### config.mk
export PLATFORM = sky130hd
export DESIGN_NAME = layer_seq_flat
export DESIGN_NICKNAME = d
export VERILOG_FILES = /design/src/rtl/layer_seq_pkg.sv /design/src/rtl/layer_seq_if.sv /design/src/rtl/layer_seq_neuron_mac.sv /design/src/rtl/layer_seq.sv /design/src/flat_wrapper.sv
export SDC_FILE = /design/constraint.sdc
export NUM_CORES = 1
export LEC_CHECK = 0
export ABC_CLOCK_PERIOD_IN_PS = 7800
export CORE_MARGIN = 2
export CORE_UTILIZATION = 55
export DETAILED_ROUTE_END_ITERATION = 12
export MAX_ROUTING_LAYER = met4
export PLACE_DENSITY_LB_ADDON = 0.1
export SLEW_MARGIN = 20
export SYNTH_ARGS = -nofsm -noshare
export SYNTH_HDL_FRONTEND = slang
export SYNTH_SLANG_ARGS = --single-unit
### constraint.sdc
create_clock -name clk -period 7.8 [get_ports clk]
set_clock_uncertainty 0.2 [all_clocks]
set_input_delay 2.34 -clock clk [delete_from_list [all_inputs] [get_ports clk]]
set_output_delay 2.34 -clock clk [all_outputs]
set_load 0.01 [all_outputs]
### src/rtl/layer_seq_pkg.sv
// Shared types and helpers for the sequential fully-connected layer.
package layer_pkg;

    // Activation select; the unused encoding 2'b11 behaves as hard sigmoid.
    typedef enum logic [1:0] {
        ACT_SIGM = 2'b00,
        ACT_RELU = 2'b01,
        ACT_STEP = 2'b10
    } act_mode_e;

    typedef enum logic [1:0] {
        IDLE,
        ACC,
        ACT,
        DONE
    } layer_state_e;

    // Saturate v into the closed range [lo, hi].
    function automatic int clamp(input int v, input int lo, input int hi);
        if (v < lo) begin
            return lo;
        end else if (v > hi) begin
            return hi;
        end
        return v;
    endfunction

endpackage

### src/rtl/layer_seq_if.sv
// Operand/result handshake bundle for layer_seq.
interface layer_seq_if #(
    parameter int LENGHT_I = 4,
    parameter int LENGHT_O = 2,
    parameter int WIDTH_I  = 1,
    parameter int WIDTH_W  = 9,
    parameter int WIDTH_O  = 10
);
    logic                                        in_valid;
    logic                                        in_ready;
    logic [LENGHT_I-1:0][WIDTH_I-1:0]            in;
    logic [LENGHT_I*LENGHT_O-1:0][WIDTH_W-1:0]   w_i;
    logic [LENGHT_O-1:0][WIDTH_W-1:0]            b_i;
    logic [1:0]                                  mode;
    logic                                        out_valid;
    logic                                        out_ready;
    logic [LENGHT_O-1:0][WIDTH_O-1:0]            out;

    modport master (
        output in_valid, in, w_i, b_i, mode, out_ready,
        input  in_ready, out_valid, out
    );

    modport slave (
        input  in_valid, in, w_i, b_i, mode, out_ready,
        output in_ready, out_valid, out
    );
endinterface

### src/rtl/layer_seq_neuron_mac.sv
// One neuron: bias-loaded accumulator, serial MAC step, activation and
// registered output.
module neuron_mac
    import layer_pkg::*;
#(
    parameter int WIDTH_I    = 1,
    parameter int WIDTH_W    = 9,
    parameter int WIDTH_ACC  = 13,
    parameter int WIDTH_O    = 10,
    parameter int RANGE_SIGM = 1000,
    parameter int SIG_SHIFT  = 0
) (
    input  logic               clk,
    input  logic               rst,
    input  logic               load,
    input  logic [WIDTH_W-1:0] bias,
    input  logic               step,
    input  logic [WIDTH_W-1:0] weight,
    input  logic [WIDTH_I-1:0] x,
    input  logic               act,
    input  logic [1:0]         mode,
    output logic [WIDTH_O-1:0] out
);
    logic signed [WIDTH_ACC-1:0] acc_reg;
    logic signed [WIDTH_ACC-1:0] bias_ext;
    logic signed [WIDTH_ACC-1:0] w_ext;
    logic signed [WIDTH_ACC-1:0] x_ext;
    logic signed [WIDTH_ACC-1:0] prod;
    logic [WIDTH_O-1:0]          out_reg;
    int                          acc_int;
    int                          act_val;

    // Weight and bias are signed, inputs unsigned; widening both operands to
    // the accumulator width keeps the product exact.
    assign bias_ext = {{(WIDTH_ACC-WIDTH_W){bias[WIDTH_W-1]}}, bias};
    assign w_ext    = {{(WIDTH_ACC-WIDTH_W){weight[WIDTH_W-1]}}, weight};
    assign x_ext    = {{(WIDTH_ACC-WIDTH_I){1'b0}}, x};
    assign prod     = w_ext * x_ext;
    assign acc_int  = {{(32-WIDTH_ACC){acc_reg[WIDTH_ACC-1]}}, acc_reg};

    // Activation of the finished accumulator, selected by the captured mode.
    always_comb begin
        act_val = 0;
        case (mode)
            ACT_RELU: act_val = clamp(acc_int, 0, RANGE_SIGM-1);
            ACT_STEP: act_val = (acc_int > 0) ? RANGE_SIGM-1 : 0;
            default:  act_val = clamp(RANGE_SIGM/2 + (acc_int >>> SIG_SHIFT), 0, RANGE_SIGM-1);
        endcase
    end

    // Accumulator: bias load on accept, one product per ACC cycle.
    always_ff @(posedge clk or posedge rst) begin
        if (rst) begin
            acc_reg <= '0;
        end else if (load) begin
            acc_reg <= bias_ext;
        end else if (step) begin
            acc_reg <= acc_reg + prod;
        end
    end

    // Output register; holds its value until the next activation.
    always_ff @(posedge clk or posedge rst) begin
        if (rst) begin
            out_reg <= '0;
        end else if (act) begin
            out_reg <= WIDTH_O'(act_val);
        end
    end

    assign out = out_reg;

endmodule

### src/rtl/layer_seq.sv
// Sequential fully-connected layer: one MAC per neuron, one input per clock,
// valid/ready on both sides.
module layer_seq
    import layer_pkg::*;
#(
    parameter int LENGHT_I   = 4,
    parameter int LENGHT_O   = 2,
    parameter int WIDTH_I    = 1,
    parameter int WIDTH_W    = 9,
    parameter int RANGE_SIGM = 1000,
    parameter int SIG_SHIFT  = 0
) (
    input  logic     clk,
    input  logic     rst,
    layer_seq_if.slave bus
);
    localparam int WIDTH_O   = $clog2(RANGE_SIGM);
    localparam int WIDTH_ACC = WIDTH_I + WIDTH_W + $clog2(LENGHT_I) + 1;
    localparam int IDX_W     = $clog2(LENGHT_I);

    layer_state_e                             state_reg, state_next;
    logic [IDX_W-1:0]                         idx_reg;
    logic [LENGHT_I-1:0][WIDTH_I-1:0]         in_reg;
    logic [LENGHT_O-1:0][LENGHT_I-1:0][WIDTH_W-1:0] w_reg;
    logic [1:0]                               mode_reg;
    logic                                     accept;
    logic                                     last_step;
    logic [WIDTH_O-1:0]                       out_w [LENGHT_O];

    assign accept    = (state_reg == IDLE) && bus.in_valid;
    assign last_step = (idx_reg == IDX_W'(LENGHT_I-1));

    // Next-state and handshake decode; ready/valid come purely from state.
    always_comb begin
        state_next    = state_reg;
        bus.in_ready  = 1'b0;
        bus.out_valid = 1'b0;
        case (state_reg)
            IDLE: begin
                bus.in_ready = 1'b1;
                if (bus.in_valid) state_next = ACC;
            end
            ACC:  if (last_step) state_next = ACT;
            ACT:  state_next = DONE;
            DONE: begin
                bus.out_valid = 1'b1;
                if (bus.out_ready) state_next = IDLE;
            end
            default: state_next = IDLE;
        endcase
    end

    // State register.
    always_ff @(posedge clk or posedge rst) begin
        if (rst) begin
            state_reg <= IDLE;
        end else begin
            state_reg <= state_next;
        end
    end

    // Operand capture on accept and input index stepping during ACC.
    // The flat weight vector maps directly onto [neuron][input].
    always_ff @(posedge clk or posedge rst) begin
        if (rst) begin
            idx_reg  <= '0;
            in_reg   <= '0;
            w_reg    <= '0;
            mode_reg <= '0;
        end else if (accept) begin
            idx_reg  <= '0;
            in_reg   <= bus.in;
            w_reg    <= bus.w_i;
            mode_reg <= bus.mode;
        end else if (state_reg == ACC) begin
            idx_reg  <= idx_reg + 1'b1;
        end
    end

    for (genvar gi = 0; gi < LENGHT_O; gi++) begin : g_neuron
        neuron_mac #(
            .WIDTH_I    (WIDTH_I),
            .WIDTH_W    (WIDTH_W),
            .WIDTH_ACC  (WIDTH_ACC),
            .WIDTH_O    (WIDTH_O),
            .RANGE_SIGM (RANGE_SIGM),
            .SIG_SHIFT  (SIG_SHIFT)
        ) u_mac (
            .clk    (clk),
            .rst    (rst),
            .load   (accept),
            .bias   (bus.b_i[gi]),
            .step   (state_reg == ACC),
            .weight (w_reg[gi][idx_reg]),
            .x      (in_reg[idx_reg]),
            .act    (state_reg == ACT),
            .mode   (mode_reg),
            .out    (out_w[gi])
        );
        assign bus.out[gi] = out_w[gi];
    end

endmodule

### src/flat_wrapper.sv
// flat-port wrapper written by rule: the top's interface ports become plain ports
module layer_seq_flat import layer_pkg::*;
#(
    parameter int LENGHT_I   = 4,
    parameter int LENGHT_O   = 2,
    parameter int WIDTH_I    = 1,
    parameter int WIDTH_W    = 9,
    parameter int RANGE_SIGM = 1000,
    parameter int SIG_SHIFT  = 0
)
  (clk, rst, bus_in_valid, bus_in, bus_w_i, bus_b_i, bus_mode, bus_out_ready, bus_in_ready, bus_out_valid, bus_out);
  layer_seq_if #(.LENGHT_I(LENGHT_I), .LENGHT_O(LENGHT_O), .WIDTH_I(WIDTH_I), .WIDTH_W(WIDTH_W), .WIDTH_O(($clog2((1000))))) bus_i ();
  input  logic clk;
  input  logic rst;
  input wire logic [$bits(bus_i.in_valid)-1:0] bus_in_valid;
  input wire logic [$bits(bus_i.in)-1:0] bus_in;
  input wire logic [$bits(bus_i.w_i)-1:0] bus_w_i;
  input wire logic [$bits(bus_i.b_i)-1:0] bus_b_i;
  input wire logic [$bits(bus_i.mode)-1:0] bus_mode;
  input wire logic [$bits(bus_i.out_ready)-1:0] bus_out_ready;
  output wire logic [$bits(bus_i.in_ready)-1:0] bus_in_ready;
  output wire logic [$bits(bus_i.out_valid)-1:0] bus_out_valid;
  output wire logic [$bits(bus_i.out)-1:0] bus_out;
  assign bus_i.in_valid = bus_in_valid;
  assign bus_i.in = bus_in;
  assign bus_i.w_i = bus_w_i;
  assign bus_i.b_i = bus_b_i;
  assign bus_i.mode = bus_mode;
  assign bus_i.out_ready = bus_out_ready;
  assign bus_in_ready = bus_i.in_ready;
  assign bus_out_valid = bus_i.out_valid;
  assign bus_out = bus_i.out;
  layer_seq #(.LENGHT_I(LENGHT_I), .LENGHT_O(LENGHT_O), .WIDTH_I(WIDTH_I), .WIDTH_W(WIDTH_W), .RANGE_SIGM(RANGE_SIGM), .SIG_SHIFT(SIG_SHIFT)) u_core (.clk(clk), .rst(rst), .bus(bus_i));
endmodule
**Word-level counts from Yosys, hierarchy flattened**

Index checks and enable logic that the tools add are counted.

- Output and inout port bits: 22
- Input bits: 100
- Bits in registers: 128

- Equal/unequal tests: 9
- Multipliers: 2
- Reduce and logical (&&, ||, !) cells: 5
- $add $sub $neg: 5
- Multiplexer cells: 46
- Magnitude comparators: 11

Operators with widths:

| kind | number |
|---|---|
| $mux W10 | 14 |
| $mux W13 | 4 |
| $pmux W10 S2 | 2 |
| $bmux W9 S2 | 2 |
| $add A10 B13 Y14 const A | 2 |
| $gt A14 B11 Y1 const B | 2 |
| $lt A14 B1 Y1 const B | 2 |
| $add A13 B11 Y13 | 2 |
| $gt A13 B1 Y1 const B | 2 |
| $gt A13 B11 Y1 const B | 2 |
| $lt A13 B1 Y1 const B | 2 |
| $mul A9 B2 Y11 | 2 |
| $mux W9 | 2 |
| $mux W1 | 15 |
| $mux W2 | 5 |
| $eq A2 B2 Y1 const B | 4 |
| $pmux W2 S4 | 1 |
| $eq A2 B1 Y1 const B | 2 |
| $ne A2 B2 Y1 const B | 2 |
| $lt A2 B3 Y1 const B | 1 |
| $reduce_and A3 Y1 | 1 |
| $add A2 B1 Y2 const B | 1 |
| $bmux W1 S2 | 1 |
| $logic_not A2 Y1 | 1 |
| 4 further kinds | 4 |

**Logic depth before layout (Yosys ltp)**

- Depth after elaboration: 7
- Depth in mapped cells: 15
- Gate-level depth less buffers: 13

**Cells and area by module**

A second synthesis with hierarchy kept.

- Cell total of the unflattened synthesis: 768
- Area, all modules: 8373.0 um^2

Modules (own cells, without submodules):

| module | instances | cells an instance | area an instance (um^2) | seq. area each (um^2) |
|---|---|---|---|---|
| layer_seq | 1 | 212 | 3631.0 | 2052.0 |
| neuron_mac at u_core.g_neuron[1].u_mac | 1 | 287 | 2441.1 | 575.6 |
| neuron_mac at u_core.g_neuron[0].u_mac | 1 | 269 | 2301.0 | 575.6 |

**Least setup slack after synthesis**

OpenSTA, ideal clock, no wires.

- Kind: flip-flop to flip-flop
- Start point: reg u_core.idx_reg[0]
- End point: reg u_core.g_neuron[1].u_mac.acc_reg[11]
- Period minus slack after synthesis: 4.030 ns
- Buffers on the path: 2
- Setup slack: 3.770 ns
- Setup time: 0.144 ns
- Data arrival time: 3.685 ns
- Cell stages (with the launch flop): 15
- Cells stage by stage: dfrtp_1 buf_2 mux2_2 o21ai_1 clkbuf_1 nor2b_1 ha_1 ha_1 fa_1 a21oi_1 o21ai_0 o41a_1 a221oi_1 xor2_1 a31oi_1

- Longest elaborated chain between the ends: 6

RTL lines:

| what | RTL line | RTL |
|---|---|---|
| start, declared | layer_seq.sv:22 | `logic [IDX_W-1:0] idx_reg;` |
| start signal, assigned | layer_seq.sv:76 | `idx_reg <= idx_reg + 1'b1;` |
| $bmux W9 S2 or $bmux W1 S2 (tied branches) | layer_seq.sv:94, layer_seq.sv:95 |  |
| $mux W9 (not written as such) or $mux W1 (tied branches) | layer_seq.sv:94, layer_seq.sv:95 |  |
| $mul A9 B2 Y11 * | layer_seq_neuron_mac.sv:38 | `assign prod = w_ext * x_ext;` |
| $add A13 B11 Y13 * | layer_seq_neuron_mac.sv:58 | `acc_reg <= acc_reg + prod;` |
| $mux W13 * | layer_seq_neuron_mac.sv:57 | `end else if (step) begin` |
| $mux W13 * | layer_seq_neuron_mac.sv:55 | `end else if (load) begin` |
| end signal, assigned | layer_seq_neuron_mac.sv:56 | `acc_reg <= bias_ext;` |
| end signal, assigned | layer_seq_neuron_mac.sv:58 |  |
| end, declared | layer_seq_neuron_mac.sv:24 | `logic signed [WIDTH_ACC-1:0] acc_reg;` |

Mark *: on every way between the ends. The rest lies on a longest branch, timed or not. The select of a mux whose other input is x is not followed.
A chain may end at the register's enable or synchronous reset.

**Worst setup path after layout**

- Start point: in bus_in_valid
- End point: reg u_core.g_neuron[0].u_mac.acc_reg[12]

- Longest elaborated chain between the ends: 2

RTL lines:

| what | RTL line | RTL |
|---|---|---|
| start, declared | flat_wrapper.sv:15 | `input wire logic [$bits(bus_i.in_valid)-1:0] bus_in_valid;` |
| $logic_and A1 B1 Y1 * | layer_seq.sv:30 | `assign accept = (state_reg == IDLE) && bus.in_valid;` |
| $mux W13 or $reduce_bool A2 Y1 (tied branches) | n/a |  |
| end signal, assigned | layer_seq_neuron_mac.sv:56 |  |
| end signal, assigned | layer_seq_neuron_mac.sv:58 |  |
| end, declared | layer_seq_neuron_mac.sv:24 |  |

Mark *: on every way between the ends. The rest lies on a longest branch, timed or not.

==> results.yml <==
outcome:
  status: "complete, no violations"
detailed_routing:
  routed_wirelength_um: 19500
  drt_drc_violations_left: 0
  via_per_inst: 5.80
  wire_per_inst_um: 15.9
  first_pass_iters: 5
  ant_nets: 0
  drt_iter0_markers: 603
  via_count: 7107
clock_tree:
  root_buffer: "clkbuf_16"
  clock_tree.buffer_depth: 2
  cts_setup_buffers: 0
  clkTransAtPathRegs_ps: 60
  ctsHtreeMaxLevel: 4
  postCtsHoldBufs: 0
  cts_tree: "done"
  cts_buffers: 17
  cts_resized: 0
  clock_insertion_delay_worst_skew_ps: 430
  numClockSinks: 128
final_layout:
  largest_reg_flops: 72
  mostFrequentLayoutCells: "nand2_1 (280), dfrtp_1 (128), clkdlybuf4s50_1 (121)"
  final_nets: 1192
  drive_above_1_share_pct: 7.77
  synthToLayoutAreaGrowth_pct: 23.1
  nFillCells: 1145
  layout_commonest_cell: "nand2_1"
  diodes: 0
floorplan:
  pin_count: 122
  rows: 44
  die-area_sq_mm: 0.0161
  fp.dieH_um: 127
  coreArea_sq_mm: 0.0146
  die_width_um: 127
  initial_core_util_pct: 56.6
logic_synthesis:
  syn_nets: 1098
  synth_edf_count: 0
  postSynth.asyncResetShare_pct: 100
  synth-seq-cells: 128
  synth_seq_area_share_pct: 38.6
  syn_area_per_cell_sq_um: 8.87
  ys_types: 79
  syn_inst: 935
  synth_ff_type: "dfrtp_1"
  synthesis.area_sq_mm: 0.00829
  synth_warnings: 0
timing:
  slew_violations: 0
  fin_crit_sh_pct: 58.0
  setup_slack_ps: 3280
  min_period_ps: 4520
  tightestPinTransition_ps: 991
  fin_tns_setup_ps: 0
  setup_viol: 0
  slew_headroom_pct: 33.9
  timing.fmax_ghz: 0.221
  rsz0062_at_grt: "no"
  hold_violations: 0
grt:
  grt_overflow: 0
  grt_pass1_vias: 6878
  antenna_found_initial: 0
  grt_max_degree: 91
  track_usage_pct: 26.5
  grt_pass1_wl_um: 33500
placement:
  dp_hpwl_um: 13600
  port-buffer-count: 121
  gp_congestion: 0.911
  dpl_worst_slack_ps: 2840
pwr:
  power_density_mw_per_mm2: 465
  p_sw_uw: 2020
  power.total_uw: 4740
  ir_worst_vdd_mv: 0.213
  swShare_pct: 42.7
  clockPowerShare_pct: 18.4
  power_frac_comb_pct: 53.4
  power.leakage_uw: 0.00468
  p_int_uw: 2720
  seqPwrFrac_pct: 28.2
worst_setup_path:
  r2r_slack_ps: 3400
  cp-end-kind: "flop"
  critical_path.cell_chain: "clkdlybuf4s50_1 -> nand2_2 -> buf_4 -> and3_1 -> or4b_1 -> and4b_1 -> o311a_1"
  cp_slowest_cell: "buf_4"
  crit_required_ps: 7910
  criticalPathCategory: "in2reg"
  cp.arrival_ps: 4630
  critPathLaunchType: "primary input"
  crit_path_max_incr_delay_ps: 660
  cp_max_fo: 90
job:
  maxCapViolations: 0
min_path:
  hold_class: "reg2reg"
[cell type report]
cell class | count | area, sq um | share of cell area, %
Multi-Input combinational cell | 731 | 4780 | 46.8
Inverter | 24 | 92.6 | 0.907
Tap cell | 184 | 230 | 2.26
Clock buffer | 21 | 470 | 4.61
Clock inverter | 11 | 178 | 1.74
Sequential cell | 128 | 3200 | 31.4
Timing Repair Buffer | 127 | 1260 | 12.3
[critical path, delay by kind of cell]
kind                   cells  cell delay, ps
AO/OA/AOI/OAI              1             100
AND/OR/NAND/NOR            4            1010
buffers and inverters      2            1160
[power groups by stage]
stage / sequential, uW / combinational [uW] / clock [uW]
finish: 1340 / 2530 / 871
global placement: 1320 / 2460 / 0
floorplan: 1190 / 2030 / 0
global route: 1380 / 2860 / 908
CTS: 1330 / 2530 / 876
detailed placement: 1340 / 2500 / 0
[final timing paths]
path,end,from,cells past startpoint
max in group asynchronous,u_core.w_reg[5],rst,3
min reg2reg,u_core.w_reg[66],u_core.w_reg[66],2
max reg2reg,u_core.g_neuron[1].u_mac.acc_reg[11],u_core.idx_reg[0],13
max,u_core.g_neuron[0].u_mac.acc_reg[12],bus_in_valid,7
min in group asynchronous,u_core.g_neuron[1].u_mac.acc_reg[4],rst,2
min,u_core.w_reg[66],u_core.w_reg[66],2
[layer usage]
layer	routed length (um)	GRT usage, %
met1	9290	38.0
met2	8770	39.1
met3	1180	4.81
met4	302	7.11
met5	0	-
[synth_stat cells, types with 10 or more instances]
cell,n,area [sq um]
a21o_1,10,75.1
a21oi_1,42,210
a31oi_1,11,68.8
a41oi_1,12,105
buf_1,10,37.5
buf_2,11,55.1
clkbuf_1,27,101
dfrtp_1,128,3200
ha_1,61,763
inv_1,24,90.1
mux2i_1,15,150
mux4_2,18,405
nand2_1,281,1050
nand3_1,13,65.1
nor2_1,37,139
nor2b_1,23,144
nor3_1,14,70.1
o21ai_0,44,220
xnor2_1,18,158
xor2_1,10,87.6
[kinds of logic (layout without fill, tap and decap cells)]
kind of cell    Yosys count  in the layout  share of synthesized area, %
simple gates            415            415                          22.2
compound gates          190            190                          15.7
flops                   128            128                          38.6
buf+inv                  76            183                          3.85
fa+ha+maj                63             63                          9.69
mux                      35             35                          6.97
xor+xnor                 28             28                          2.96
[through the flow]
| step | std cells | util (%) | hold slack (ps) | cell area, sq um |
|---|---|---|---|---|
| 4_1_cts | 1226 | 69.7 | 273 | 10200 |
| 2_1_floorplan | 935 | - | 240 | 8290 |
| 3_3_place_gp | 1194 | 65.3 | 253 | 9560 |
| 6_report | 1226 | 69.7 | 268 | 10200 |
| 3_5_place_dp | 1194 | 65.3 | 258 | 9560 |
| 5_1_grt | 1226 | 69.7 | 292 | 10200 |
(Power assumes the default switching activity.)
